<file path="config.mk">
export PLATFORM = sky130hd
export DESIGN_NAME = led_shift_out
export DESIGN_NICKNAME = d
export VERILOG_FILES = /design/src/rtl/led_shift_out.sv
export SDC_FILE = /design/constraint.sdc
export NUM_CORES = 1
export LEC_CHECK = 0
export ABC_AREA = 0
export CAP_MARGIN = 20
export CORE_MARGIN = 1
export CORE_UTILIZATION = 53
export DETAILED_ROUTE_END_ITERATION = 16
export GPL_TIMING_DRIVEN = 0
export HOLD_SLACK_MARGIN = 0.06
export PLACE_DENSITY = 0.78
export SLEW_MARGIN = 15
export SYNTH_ARGS = -nofsm -noshare
export SYNTH_HDL_FRONTEND = slang
export SYNTH_SLANG_ARGS = --single-unit
</file>
<file path="constraint.sdc">
create_clock -name clk -period 1.99 [get_ports clk]
set_input_delay 0.4975 -clock clk [delete_from_list [all_inputs] [get_ports clk]]
set_output_delay 0.4975 -clock clk [all_outputs]
set_load 0.005 [all_outputs]
</file>
<file path="src/rtl/led_shift_out.sv">
// Serial shifter for a 74HC595-style LED driver chain, MSB first.
// Define LED_SHIFT_PENDING_EN to buffer one frame committed while busy.
module led_shift_out #(
    parameter int WIDTH   = 16,
    parameter int CLK_DIV = 4
) (
    input  logic             clk,
    input  logic             rst,
    input  logic             fc,
    input  logic [WIDTH-1:0] frame,
    output logic             busy,
    output logic             done,
    output logic             sclk,
    output logic             sdata,
    output logic             latch
);

    localparam logic [1:0] IDLE  = 2'd0;
    localparam logic [1:0] SHIFT = 2'd1;
    localparam logic [1:0] LATCH = 2'd2;

    localparam int BW = $clog2(WIDTH + 1);
    localparam int DW = (CLK_DIV > 1) ? $clog2(CLK_DIV) : 1;
    localparam logic [BW-1:0] BLAST = BW'(WIDTH - 1);
    localparam logic [DW-1:0] DLAST = DW'(CLK_DIV - 1);

    logic [1:0]       state;
    logic [WIDTH-1:0] shreg;
    logic [WIDTH-1:0] shnext;
    logic [BW-1:0]    bitcnt;
    logic [DW-1:0]    div;
    logic             phase;
    logic             start;
    logic [WIDTH-1:0] load;

    assign shnext = shreg << 1;

`ifdef LED_SHIFT_PENDING_EN
    logic             pend_v;
    logic [WIDTH-1:0] pend;

    // A fresh commit in the idle cycle is newer than the buffered one.
    always_comb begin
        start = (state == IDLE) && (fc || pend_v);
        load  = fc ? frame : pend;
    end

    always_ff @(posedge clk) begin
        if (!rst) begin
            pend_v <= 1'b0;
            pend   <= '0;
        end else if (fc && state != IDLE) begin
            pend_v <= 1'b1;
            pend   <= frame;
        end else if (start) begin
            pend_v <= 1'b0;
        end
    end
`else
    always_comb begin
        start = (state == IDLE) && fc;
        load  = frame;
    end
`endif

    always_ff @(posedge clk) begin
        if (!rst) begin
            state  <= IDLE;
            shreg  <= '0;
            bitcnt <= '0;
            div    <= '0;
            phase  <= 1'b0;
            busy   <= 1'b0;
            done   <= 1'b0;
            sclk   <= 1'b0;
            sdata  <= 1'b0;
            latch  <= 1'b0;
        end else begin
            done <= 1'b0;
            unique case (state)
                IDLE: begin
                    if (start) begin
                        shreg  <= load;
                        sdata  <= load[WIDTH-1];
                        bitcnt <= '0;
                        div    <= '0;
                        phase  <= 1'b0;
                        busy   <= 1'b1;
                        state  <= SHIFT;
                    end
                end
                SHIFT: begin
                    if (div != DLAST) begin
                        div <= div + 1'b1;
                    end else begin
                        div <= '0;
                        if (!phase) begin
                            phase <= 1'b1;
                            sclk  <= 1'b1;
                        end else begin
                            // Data moves only together with the falling sclk.
                            phase <= 1'b0;
                            sclk  <= 1'b0;
                            shreg <= shnext;
                            if (bitcnt == BLAST) begin
                                sdata <= 1'b0;
                                latch <= 1'b1;
                                state <= LATCH;
                            end else begin
                                sdata  <= shnext[WIDTH-1];
                                bitcnt <= bitcnt + 1'b1;
                            end
                        end
                    end
                end
                LATCH: begin
                    if (div != DLAST) begin
                        div <= div + 1'b1;
                    end else begin
                        div   <= '0;
                        latch <= 1'b0;
                        done  <= 1'b1;
                        busy  <= 1'b0;
                        state <= IDLE;
                    end
                end
                default: state <= IDLE;
            endcase
        end
    end

endmodule
</file>
**Word level (Yosys, flattened, before mapping)**

Index checks and enable logic that the tools add are counted.
Widths: inputs -> output; s select.

- Add/sub/neg operators: 2
- Reduce and logical (&&, ||, !) cells: 16
- Equality and inequality tests: 10
- Multiplexer cells: 35
- Bitwise operators: 1

Operators by type and width:

| kind | number |
|---|---|
| $mux 15 | 3 |
| $pmux 15 s2 | 1 |
| $mux 5 | 4 |
| $reduce_and 5->1 | 3 |
| $mux 2 | 7 |
| $ne 2x2->1 const B | 7 |
| $mux 1 | 13 |
| $pmux 5 s2 | 1 |
| $pmux 1 s2 | 4 |
| $reduce_bool 2->1 | 4 |
| $pmux 2 s3 | 1 |
| $reduce_and 2->1 | 3 |
| $reduce_and 3->1 | 2 |
| $add 5x1->5 const B | 1 |
| $eq 5x4->1 const B | 1 |
| $pmux 2 s2 | 1 |
| $reduce_and 4->1 | 1 |
| $add 2x1->2 const B | 1 |
| $eq 2x1->1 const B | 1 |
| $eq 2x2->1 const B | 1 |
| $logic_not 2->1 | 1 |
| $reduce_or 2->1 | 1 |
| $logic_and 1x1->1 | 1 |
| $not 1->1 | 1 |

- Register bits: 30
- Logic and storage cells: 74
- Input port bits: 19
- Output and inout bits: 5

**Depth between registers and ports, before layout**

Gate-level depths: netlist of the first run.

- Depth in word-level cells: 5
- Mapped depth: 8
- Gate-level depth less buffers: 6

**Worst setup path after synthesis of the first run**

OpenSTA, ideal clock, no wires.

- Path type: register to register
- Start point: reg bitcnt[0]
- End point: reg bitcnt[3]
- Data required time: 1,845 ps
- Stages on the path, launching flop included: 7
- Period minus slack after synthesis: 1,773 ps
- Setup time: 145 ps
- Arrival time: 1,628 ps
- Setup slack: 217 ps
- Cell sequence: dfxtp_1 ha_1 and3_1 ha_1 nand3b_1 a21boi_0 o221ai_1

- Word-level cells in the longest chain between the ends: 5

Ends and longest elaborated chain:

| what | line | text |
|---|---|---|
| from (decl) | 30 | `logic [BW-1:0] bitcnt;` |
| from (signal assigned) | 111 | `bitcnt <= bitcnt + 1'b1;` |
| $add 5x1->5 | 111 |  |
| $mux 5 | 105 | `if (bitcnt == BLAST) begin` |
| $mux 5 | 97 | `if (!phase) begin` |
| $mux 5 | 93 | `if (div != DLAST) begin` |
| $pmux 5 s2 | 80 | `unique case (state)` |

Parallel ways exist; a longest one is shown, timed or not. The select of a mux whose other input is x is not followed.
A chain may end at the register's enable or synchronous reset.

**Worst setup path in the final report of the first run**

- Start point: reg state[1]
- End point: reg shreg[3]

- Word-level cells in the longest chain between the ends: 4

Ends and longest elaborated chain:

| what | line | text |
|---|---|---|
| from (decl) | 27 | `logic [1:0] state;` |
| from (signal assigned) | 68 | `state <= IDLE;` |
| from (signal assigned) | 89 | `state <= SHIFT;` |
| from (signal assigned) | 108 | `state <= LATCH;` |
| $logic_not 2->1 | 61, 80 |  |
| $logic_and 1x1->1 | 61 | `start = (state == IDLE) && fc;` |
| $ne 2x2->1 (no line) | - |  |
| $reduce_and 4->1 (no line) | - |  |
| to (signal assigned) | 83 | `shreg <= load;` |
| to (signal assigned) | 104 | `shreg <= shnext;` |
| to (decl) | 28 | `logic [WIDTH-1:0] shreg;` |

Parallel ways exist; a longest one is shown, timed or not.

==> results.toml, run 1 <==
[setup_path]
slowest_stage = "dfxtp_1"
cp_data_arrival_time_ns = 2.10
crit_buf_inv = 4
r2r_start = "state[1]"
path_max_fanout = 10
cp-end-kind = "flop"
cpPeakStageDelay_ns = 0.38
worstPathCellList = "inv_1 > ha_1 > buf_6 > mux2_4 > and2_1 > buf_6 > buf_6 > a211oi_2"
cp_top_family = "buffers and inverters"
crit_required_ns = 2.25
crit_start = "state[1]"
crit_top_cell = "buf_6"
critPathLaunchType = "flop"
crit_type = "reg -> reg"

[place]
dpl_cell_area_um2 = 1900
gp_congestion = 0.825
dpl.hpwl_mm = 2.66
port_buffers = 22
place_ws_ns = -0.109
dp.cells = 226

[yosys]
yosysUniqueCellTypes = 40
synth_warnings = 0
synth_area_um2 = 1640
synth_top_area_share = 0.365
ys_seq_area_frac = 0.365
synthCells = 173
syn_nets = 199
synth_area_leaders = "dfxtp_1 (37%), mux2i_1 (12%), a211oi_2 (7.6%)"
synth_flop_cell = "dfxtp_1"
synth-edff-count = 0
synth_top_area_cell = "dfxtp_1"
syn_avg_cell_area_um2 = 9.50
async_flop_share = 0
synth.ff_latch_count = 30

[global_route]
antenna_found_initial = 0
track_usage = 0.236
grt_pass1_wl_mm = 6.00
grt_max_degree = 11
grt_pass1_vias = 1421
grt_overflow_total = 0

[timing]
final.min_clock_period_ns = 1.85
setup_viol = 0
fmax_ghz = 0.541
min_period_over_period = 0.928
fin_tns_setup_ns = 0
hold_viol_final = 0
slew_headroom = 0.550
slew_violations = 0
rsz0062_at_grt = "false"
finalClockSkew_ns = 0.00488
postLayoutSetupSlackWorst_ns = 0.143
worst_pin_slew_ns = 0.675

[cts]
clock-root-buffer = "clkbuf_4"
post_cts_buffers = 0
cts_resized = 1
clk_pin_slew_ns = 0.09
htree_levels = 2
postCtsHoldBufs = 0
cts_sinks = 30
cts_tree = "yes"
numCtsBuffers = 5
clk_latency_ns = 0.33
clock_path_buffers = 2

[drt]
via_count = 1438
drt_pass1_iterations = 12
drtAntennaViolNets = 0
top_layer_used = "met4"
first_iter_violations = 114
wl_per_cell_um = 15.6
drt_wl_total_mm = 3.65
routed_via_density = 6.17
wl_met2_mm = 1.85
wl_met3_um = 130
route.detailed.drc = 1
met1_length_mm = 1.59

[run]
cap_viol_max_count = 0

[floorplanning]
die_h_um = 57.7
die-area_um2 = 3330
ios = 24
start_util = 0.576
die_w_um = 57.7
core_area_um2 = 2850
fp-row-count = 19

[final_layout]
antenna_cells = 0
final_area_um2 = 1950
synthToLayoutAreaGrowth_pct = 18.9
seqCellArea_um2 = 601
nFillCells = 243
layout_common_cells = "dfxtp_1 (30), clkdlybuf4s50_1 (22), a21oi_1 (21)"
stdcell_count = 233
fin_nets = 228
multi_input_area_um2 = 945
layout_commonest_cell = "dfxtp_1"
drive_gt1_frac = 0.149

[min_path]
hold_path.class = "reg -> reg"
min_from = "busy"

[power_and_ir_drop]
pwr-share-comb = 0.505
p_clk_frac = 0.137
power_switching_mw = 0.969
powerDensity_nw_per_um2 = 1270
p_total_mw = 2.48
leakagePower_nw = 0.744
pwr-share-seq = 0.358
internal-power_mw = 1.51
netSwitchingFraction = 0.391
vdd_ir_drop_max_mv = 0.756

[status]
violations = "DRC"
status = "finished, violations left"
==> worst paths after layout <==
kind                                 end  slack, ns  depth (start not counted)
worst min-delay path                busy       0.48                          2
worst min register to register      busy       0.48                          2
worst max register to register  shreg[3]       0.14                          8
worst max-delay path            shreg[3]       0.14                          8
==> worst min-delay path, cell delays in order, from the launching register on <==
cell and delay, ns:
dfxtp_1 0.33, nand2_1 0.05, a21oi_1 0.06
==> power groups by stage <==
stage | registers (mW) | logic (mW) | clock network (mW)
after floorplan | 0.871 | 0.976 | 0
after global placement | 0.885 | 1.18 | 0
after detailed placement | 0.898 | 1.24 | 0
after CTS | 0.886 | 1.24 | 0.343
after global routing | 0.908 | 1.37 | 0.367
final | 0.888 | 1.25 | 0.339
==> sequential cells by signal (all words and copies together), names as in the netlist, 2 cells and up <==
signal  flops
state       2
bitcnt      5
div         2
shreg      15
==> metal layers <==
layer  up-vias  global-route usage
met5         -                   0
met4         0               0.133
met3         9              0.0558
met2        36               0.397
met1       702               0.276
li1        691                   -
==> layout make-up <==
class	instances	share of cell area
Tap cell	31	0.0198
Clock buffer	7	0.0230
Timing Repair Buffer	22	0.113
Inverter	5	0.00960
Sequential cell	30	0.307
Multi-Input combinational cell	124	0.483
Buffer	14	0.0442
==> cells by family after synthesis <==
kind of cell             after synthesis  synth area share
AO/OA/AOI/OAI                         53             0.245
AND/OR/NAND/NOR                       44             0.149
flip-flops                            30             0.365
multiplexers                          20             0.125
buffers and inverters                 19            0.0624
adder cells (fa/ha/maj)                7            0.0533
==> per-stage QoR <==
step | hold WS, ns | utilization
global placement | 0.444 | 0.667
global route | 0.511 | 0.685
floorplan | 0.435 | -
detailed placement | 0.471 | 0.667
finish | 0.478 | 0.685
CTS | 0.483 | 0.683
==> cell usage after synthesis (2+ instances only) <==
master	n
nand2b_1	4
a21bo_2	2
a211oi_2	10
clkbuf_1	5
and2_1	2
buf_6	3
nand3_1	5
mux2i_1	19
nor2b_1	5
ha_1	7
a21oi_1	21
nand2_1	12
nand3b_1	5
buf_2	4
a32oi_1	2
inv_1	5
dfxtp_1	30
a21boi_0	2
a211oi_1	4
nor2_1	3
nand4_1	2
o21bai_1	2
o21ai_0	2
No activity file was read; power rests on OpenSTA's default activity.
==> inputs of run 2 (changes only) <==
--- a/config.mk
+++ b/config.mk
@@ -7,8 +7,10 @@
 export LEC_CHECK = 0
 export ABC_AREA = 0
 export CAP_MARGIN = 20
+export CELL_PAD_IN_SITES_DETAIL_PLACEMENT = 1
+export CELL_PAD_IN_SITES_GLOBAL_PLACEMENT = 1
 export CORE_MARGIN = 1
-export CORE_UTILIZATION = 53
+export CORE_UTILIZATION = 41
 export DETAILED_ROUTE_END_ITERATION = 16
 export GPL_TIMING_DRIVEN = 0
 export HOLD_SLACK_MARGIN = 0.06
==> results.toml, run 2 (same netlist as run 1, synthesis figures left out) <==
[setup_path]
cp-end-kind = "flop"
crit_start = "bitcnt[0]"
r2r_start = "bitcnt[0]"
crit_type = "reg -> reg"
crit_required_ns = 2.15
cp_data_arrival_time_ns = 2.04
critPathLaunchType = "flop"
path_max_fanout = 4

[timing]
hold_viol_final = 0
setup_viol = 0
final.min_clock_period_ns = 1.89
min_period_over_period = 0.948
fin_tns_setup_ns = 0
slew_violations = 0
fmax_ghz = 0.530
slew_headroom = 0.542
rsz0062_at_grt = "false"
postLayoutSetupSlackWorst_ns = 0.103
worst_pin_slew_ns = 0.688
finalClockSkew_ns = 0.00214

[cts]
clk_pin_slew_ns = 0.06
htree_levels = 2
postCtsHoldBufs = 0
post_cts_buffers = 0
clk_latency_ns = 0.29
clock-root-buffer = "clkbuf_8"
cts_tree = "yes"
cts_sinks = 30
clock_path_buffers = 2
numCtsBuffers = 5
cts_resized = 1

[place]
port_buffers = 22
place_ws_ns = -0.105
gp_congestion = 0.745
dpl.hpwl_mm = 3.03

[drt]
drt_pass1_iterations = 4
first_iter_violations = 61
drt_wl_total_mm = 4.10
routed_via_density = 5.68
drtAntennaViolNets = 0
wl_per_cell_um = 16.4
via_count = 1426
route.detailed.drc = 0

[floorplanning]
ios = 24
core_area_um2 = 3740
die_w_um = 65.3
die-area_um2 = 4270
start_util = 0.439
die_h_um = 65.3
fp-row-count = 22

[power_and_ir_drop]
power_switching_mw = 1.02
internal-power_mw = 1.65
pwr-share-comb = 0.471
powerDensity_nw_per_um2 = 1320
vdd_ir_drop_max_mv = 0.556
pwr-share-seq = 0.334
netSwitchingFraction = 0.381
p_total_mw = 2.67
p_clk_frac = 0.195
leakagePower_nw = 0.766

[final_layout]
fin_nets = 228
layout_commonest_cell = "dfxtp_1"
regMostFlops = "shreg"
top_regs = "shreg: 15 flops, bitcnt: 5 flops"
drive_gt1_frac = 0.153
layout_common_cells = "dfxtp_1 (30), clkdlybuf4s50_1 (22), a21oi_1 (21)"
nFillCells = 454
synthToLayoutAreaGrowth_pct = 22.8
largest_reg_flops = 15
antenna_cells = 0

[global_route]
grt_max_degree = 11
antenna_found_initial = 0
grt_pass1_vias = 1502
grt_pass1_wl_mm = 6.87
grt_overflow_total = 0
track_usage = 0.214

[status]
status = "finished, final reports clean"

[min_path]
min_from = "bitcnt[4]"
hold_path.class = "reg -> reg"

[run]
cap_viol_max_count = 0
run 2: changes by cell type in the layout (fill, tap and decap cells not counted), sizes merged:
cell | previous run | this run
clkinv | 0 | 1
run 2: final cells by class:
type / instances / area (um^2) / share of cell area
Buffer: 14 / 86.3 / 0.0428
Tap cell: 48 / 60.1 / 0.0298
Clock buffer: 7 / 86.3 / 0.0428
Multi-Input combinational cell: 124 / 941 / 0.466
Inverter: 5 / 18.8 / 0.00930
Timing Repair Buffer: 22 / 220 / 0.109
Clock inverter: 1 / 5.00 / 0.00248
Sequential cell: 30 / 601 / 0.298
run 2: power by group through the flow:
stage	sequential [mW]	clock, mW	combinational (mW)
finish	0.892	0.520	1.26
floorplan	0.871	0	0.976
CTS	0.892	0.526	1.26
detailed placement	0.902	0	1.25
global route	0.915	0.550	1.37
global placement	0.885	0	1.20
run 2: path summary, 6_finish.rpt:
| kind | end | slack, ns | cells past startpoint |
|---|---|---|---|
| min | bitcnt[4] | 0.46 | 2 |
| min reg2reg | bitcnt[4] | 0.46 | 2 |
| max | bitcnt[3] | 0.10 | 6 |
| max reg2reg | bitcnt[3] | 0.10 | 6 |
run 2: per-stage QoR:
step | utilization | instances | hold WS, ns | area [um^2]
6_report | 0.539 | 251 | 0.460 | 2020
5_1_grt | 0.539 | 251 | 0.502 | 2020
4_1_cts | 0.538 | 251 | 0.462 | 2020
3_5_place_dp | 0.514 | 243 | 0.453 | 1920
3_3_place_gp | 0.514 | 243 | 0.445 | 1920
2_1_floorplan | - | 173 | 0.435 | 1640
run 2: per-layer routing:
layer,routed length (um),global-route usage
met1,1990,0.277
met2,1930,0.338
met3,101,0.0417
met4,85,0.106
met5,0,0
run 2: worst max-delay path, cell delays in order, from the launching register on:
cell	delay, ns
dfxtp_1	0.34
ha_1	0.22
and3_1	0.20
ha_1	0.24
nand3b_1	0.18
a21boi_1	0.40
o221ai_1	0.18
==> edit 1, RTL diff (config.mk and constraints of run 1) <==
The option `LED_SHIFT_PENDING_EN` is turned on by a define.
--- a/src/rtl/led_shift_out.sv
+++ b/src/rtl/led_shift_out.sv
@@ -1,5 +1,7 @@
 // Serial shifter for a 74HC595-style LED driver chain, MSB first.
 // Define LED_SHIFT_PENDING_EN to buffer one frame committed while busy.
+`define LED_SHIFT_PENDING_EN
+
 module led_shift_out #(
     parameter int WIDTH   = 16,
     parameter int CLK_DIV = 4
Check against the original RTL: no difference found for any inputs over 10 cycles, from zero or initial values and one cycle with rst low; that may be too few to reach the edited logic, so the function may still have changed.
==> edit 1 against run 1 <==
Design area grew 34%. Area after synthesis increased by 36%. Global-route usage grew 0.61 points. Routed wire length grew 35%. First-iteration DRC count shrank 18%. Clock skew hardly changed. Setup slack lost 0.047 ns. Total power rose by 38%. Sequential cell count grew 17. Critical path type unchanged. Critical endpoint is now bitcnt[3]. Largest cell class unchanged. Highest routed layer unchanged.
==> edit 1: results (changes against run 1) <==
Worst Path Arrival=2.13 ns (+0.03 ns); sequential element share of the synthesized area=42.2% (+5.6 points); hold endpoint=pend[4]; worst rel slew slack=63.3% (+8.3 points); capturing point of the worst reg2reg path=bitcnt[3]; Iter 0 DRT Violations=93 (-18%); Largest regs=pend (16), shreg (15), bitcnt (5); non-filler cells, final=351 (+51%); hpwl dp=3530 um (+33%); worst reg2reg path startpoint=bitcnt[0]; share of cells above drive strength 1=7.31% (-7.5 points); first-pass GRT wire length=8050 um (+34%); nets=325 (+43%); reg2reg path depth=7 (-1); drt first pass iters=4 (-8); DR vias=2002 (+39%); clk root buf=clkbuf_8; Leakage Power=0.926 nW (+24%); syn_area_per_cell=8.21 sq um (-14%); worst reg2reg setup slack=0.1 ns (-0.05 ns); crit-path leading delay family=simple AND/OR/NAND/NOR gates; synthesized net count=297 (+49%); fill cell count=373 (+53%); placed cells=344 (+52%); Final GP Congestion=0.828 (+0.30%); status=completed; Max rail drop VDD=0.000726 V (-3.9%)
edit 1: repair_timing:
item                                   in CTS  in global routing
endpoints found under the hold margin       0                  0
setup endpoints to repair                  11                 26
gates resized for setup                     2                 10
edit 1: layout make-up:
class,instances,area share (%)
plain buffers,22,3.96
multi-input cells,195,44.7
flip-flops and latches,47,35.8
inverters,7,1.00
clock buffers,8,3.81
repair buffers,22,8.34
well taps,50,2.38
edit 1: worst min-delay path: stages (launching register included):
cell     delay (ns)
dfxtp_1        0.31
nand2_1        0.05
a21oi_1        0.05
edit 1: layer usage:
metal | vias to the layer above | track usage (%) | share of wire [%]
met2 | 44 | 41.5 | 48
met1 | 920 | 28.4 | 47
met4 | 0 | 9.84 | 1.8
li1 | 1029 | - | -
met3 | 9 | 5.99 | 4.0
met5 | - | 0 | 0
edit 1: through the flow:
stage | utilization (%) | TNS, ns | worst slack (ns) | power (mW) | hold slack (ns)
6_report | 65.2 | 0 | 0.0964 | 3.43 | 0.453
5_1_grt | 65.2 | 0 | 0.0000184 | 3.68 | 0.473
4_1_cts | 64.8 | 0 | 0.0307 | 3.43 | 0.454
3_5_place_dp | 62.4 | -8.56 | -0.374 | 2.80 | 0.442
3_3_place_gp | 62.4 | -8.16 | -0.345 | 2.78 | 0.437
2_1_floorplan | - | 0 | 0.201 | 2.39 | 0.432
edit 1: power by group:
group          internal, mW  total, mW  switching (mW)
Clock                 0.317      0.627           0.310
Sequential             1.18       1.31           0.127
Combinational         0.576       1.49           0.915
edit 1: logic make-up (layout without fill, tap and decap cells):
| logic type | Yosys count | count (layout) | share of synthesized area (%) |
|---|---|---|---|
| AO/OA/AOI/OAI | 81 | 81 | 24.2 |
| buffers and inverters | 30 | 59 | 5.77 |
| AND/OR/NAND/NOR | 104 | 104 | 22.8 |
| adder cells (fa/ha/maj) | 6 | 6 | 3.36 |
| multiplexers | 4 | 4 | 1.79 |
| flip-flops | 47 | 47 | 42.2 |
edit 1: worst max path at each step:
| stage | start | end | slack, ns |
|---|---|---|---|
| CTS | bitcnt[0] | bitcnt[2] | 0.03 |
| finish | bitcnt[0] | bitcnt[3] | 0.1 |
| floorplan | bitcnt[0] | bitcnt[3] | 0.20 |
| global placement | fc | shreg[10] | -0.34 |
| detailed placement | fc | shreg[11] | -0.37 |
| global route | bitcnt[0] | bitcnt[3] | 0.00002 |
==> edit 2, RTL diff (flow settings as in run 1) <==
Made on the original files. Register the output `sdata` once more; this adds one clock of latency there. The other outputs are not delayed to match.
--- a/src/rtl/led_shift_out.sv
+++ b/src/rtl/led_shift_out.sv
@@ -23,6 +23,8 @@
     localparam int DW = (CLK_DIV > 1) ? $clog2(CLK_DIV) : 1;
     localparam logic [BW-1:0] BLAST = BW'(WIDTH - 1);
     localparam logic [DW-1:0] DLAST = DW'(CLK_DIV - 1);
+
+    logic sdata_s0;
 
     logic [1:0]       state;
     logic [WIDTH-1:0] shreg;
@@ -73,7 +75,7 @@
             busy   <= 1'b0;
             done   <= 1'b0;
             sclk   <= 1'b0;
-            sdata  <= 1'b0;
+            sdata_s0 <= 1'b0;
             latch  <= 1'b0;
         end else begin
             done <= 1'b0;
@@ -81,7 +83,7 @@
                 IDLE: begin
                     if (start) begin
                         shreg  <= load;
-                        sdata  <= load[WIDTH-1];
+                        sdata_s0 <= load[WIDTH-1];
                         bitcnt <= '0;
                         div    <= '0;
                         phase  <= 1'b0;
@@ -103,11 +105,11 @@
                             sclk  <= 1'b0;
                             shreg <= shnext;
                             if (bitcnt == BLAST) begin
-                                sdata <= 1'b0;
+                                sdata_s0 <= 1'b0;
                                 latch <= 1'b1;
                                 state <= LATCH;
                             end else begin
-                                sdata  <= shnext[WIDTH-1];
+                                sdata_s0 <= shnext[WIDTH-1];
                                 bitcnt <= bitcnt + 1'b1;
                             end
                         end
@@ -129,4 +131,8 @@
         end
     end
 
+    always_ff @(posedge clk) begin
+        sdata <= sdata_s0;
+    end
+
 endmodule
Formal check against the unedited RTL: not equivalent (a bounded check fails within 4 cycles, from zero or initial values and one cycle with rst low).
==> edit 2 against run 1 <==
The flow still finishes with violations (DRC). Design area down 0.51%. Sequential cell count up 1. Routed wire length up 3.4%. Worst hold slack worse by 0.12 ns. Total power up 4.6%. Core utilization up 0.80 points. Setup slack worse by 0.048 ns. Area after synthesis down 2.6%.
==> edit 2: results (changes against run 1) <==
final hold slack=0.360 ns (-0.118 ns); CTS clk-pin slew, worst paths=0.09 ns (about the same); H-tree depth=2 (unchanged); Leakage Power=0.717 nW (-3.6%); FFs w/ async S/R, synth=0% (unchanged); hpwl dp=2760 um (+3.9%); synthesized net count=201 (+1.0%); compound-gate portion of the synthesized area=24.4% (-0.13 points); first-pass GRT wire length=6240 um (+4.0%); distinct cell type count after synthesis=40 (unchanged); HP Start=sdata_s0; Final GP Congestion=0.829 (+0.45%); clk root buf=clkbuf_4; sequential element share of the synthesized area=38.7% (+2.2 points); reg2reg path depth=6 (-2); Warnings, synthesis=0 (unchanged); hold endpoint=sdata; Adder-Cell Fraction of Synth Area=4.69% (-0.64 points); DRC=2 (+1); GRT Util Overall=24.8% (+1.2 points); ANT cells=0 (unchanged); Max rail drop VDD=0.000761 V (+0.63%); capturing point of the worst reg2reg path=bitcnt[2]; nets=229 (+0.44%); top post-synthesis cells by count=31 x dfxtp_1, 22 x a21oi_1, 16 x a211oi_1, 16 x mux2i_1, 14 x nand2_1; antenna violations before repair=0 (unchanged); CP max FO=9 (-1); Iter 0 DRT Violations=121 (+6.1%); failing checks=DRC; per-cell routed wire length=16.0 um (+2.1%); XOR/XNOR share of the synthesized area=0% (unchanged); largest net degree at the start of global routing=11 (unchanged); worst reg2reg setup slack=0.09 ns (-0.05 ns); hold path cells=0 (-2); PortBufs=22 (unchanged); worst rel slew slack=67.9% (+13 points); Vias/cell=6.14 (-0.58%); number of global-route vias before repair=1359 (-4.4%); CTS max path bufs=2 (unchanged); drt first pass iters=10 (-2); worst reg2reg path startpoint=bitcnt[0]; top area cells in the synthesized netlist=dfxtp_1 39%, mux2i_1 10%, a211oi_1 7.5%; clk_skew=0.00608 ns (+0.00119 ns); TritonCTS Buffers=5 (unchanged); Largest regs=shreg (15), bitcnt (5); status=finished, violations left; share of cells above drive strength 1=12.2% (-2.7 points); HP Class=reg2reg; Biggest register=shreg; mux cell area share after synthesis=11.6% (-0.92 points); worst-skew pair later-pin latency=0.33 ns (about the same)
edit 2: worst max path at each step:
| stage | from | endpoint | slack, ns | cells past startpoint |
|---|---|---|---|---|
| detailed placement | bitcnt[0] | bitcnt[2] | 0.01 | 7 |
| global route | state[0] | shreg[6] | 0.03 | 7 |
| finish | bitcnt[0] | bitcnt[2] | 0.09 | 6 |
| floorplan | bitcnt[0] | bitcnt[2] | 0.14 | 7 |
| global placement | bitcnt[0] | bitcnt[2] | 0.04 | 7 |
| CTS | bitcnt[0] | bitcnt[2] | 0.08 | 6 |
edit 2: kinds of logic (layout without fill, tap and decap cells):
kind of cell / count (synthesis) / count (layout)
AO/OA/AOI/OAI: 59 / 59
AND/OR/NAND/NOR: 42 / 42
flip-flops: 31 / 31
buffers and inverters: 20 / 49
multiplexers: 18 / 18
adder cells (fa/ha/maj): 6 / 6
edit 2: routing by layer:
layer	up-vias	part of all wire, %	track usage, %
li1	706	-	-
met1	693	45	31.9
met2	43	49	41.7
met3	6	4.4	4.76
met4	0	1.1	8.36
met5	-	0	0
edit 2: repair_timing:
action,4_1_cts,5_1_grt
gates resized for setup,1,2
hold buffers,0,0
setup endpoints to repair,1,2
buffers inserted,0,0
gates cloned,0,0
edit 2: power breakdown:
group	switching (mW)	total, mW	leakage [nW]	internal (mW)
logic	0.678	1.24	0.424	0.557
clock network	0.207	0.415	0.0386	0.208
registers	0.123	0.945	0.255	0.822
total	1.01	2.60	0.717	1.59
edit 2: metrics by stage:
stage          cells  setup slack [ns]  power [mW]  instance area [sq um]
2_1_floorplan    176             0.137        1.83                   1600
3_5_place_dp     229            0.0113        2.17                   1860
5_1_grt          236            0.0256        2.77                   1940
6_report         236            0.0948        2.60                   1940
3_3_place_gp     229            0.0373        2.09                   1860
4_1_cts          236            0.0803        2.58                   1930
edit 2: worst max-delay path, cell delays in order (launching register included):
cell      delay (ns)
dfxtp_1         0.35
ha_1            0.22
and3_1          0.21
ha_4            0.20
nand2b_1        0.16
or4_1           0.52
a31oi_1         0.17
edit 2: final cells by class:
class | instances | area, sq um
Fill cell | 236 | 861
Inverter | 5 | 18.8
Timing Repair Buffer | 22 | 220
Sequential cell | 31 | 621
Tap cell | 31 | 38.8
Buffer | 14 | 70.1
Multi-Input combinational cell | 125 | 907
Clock buffer | 8 | 68.8
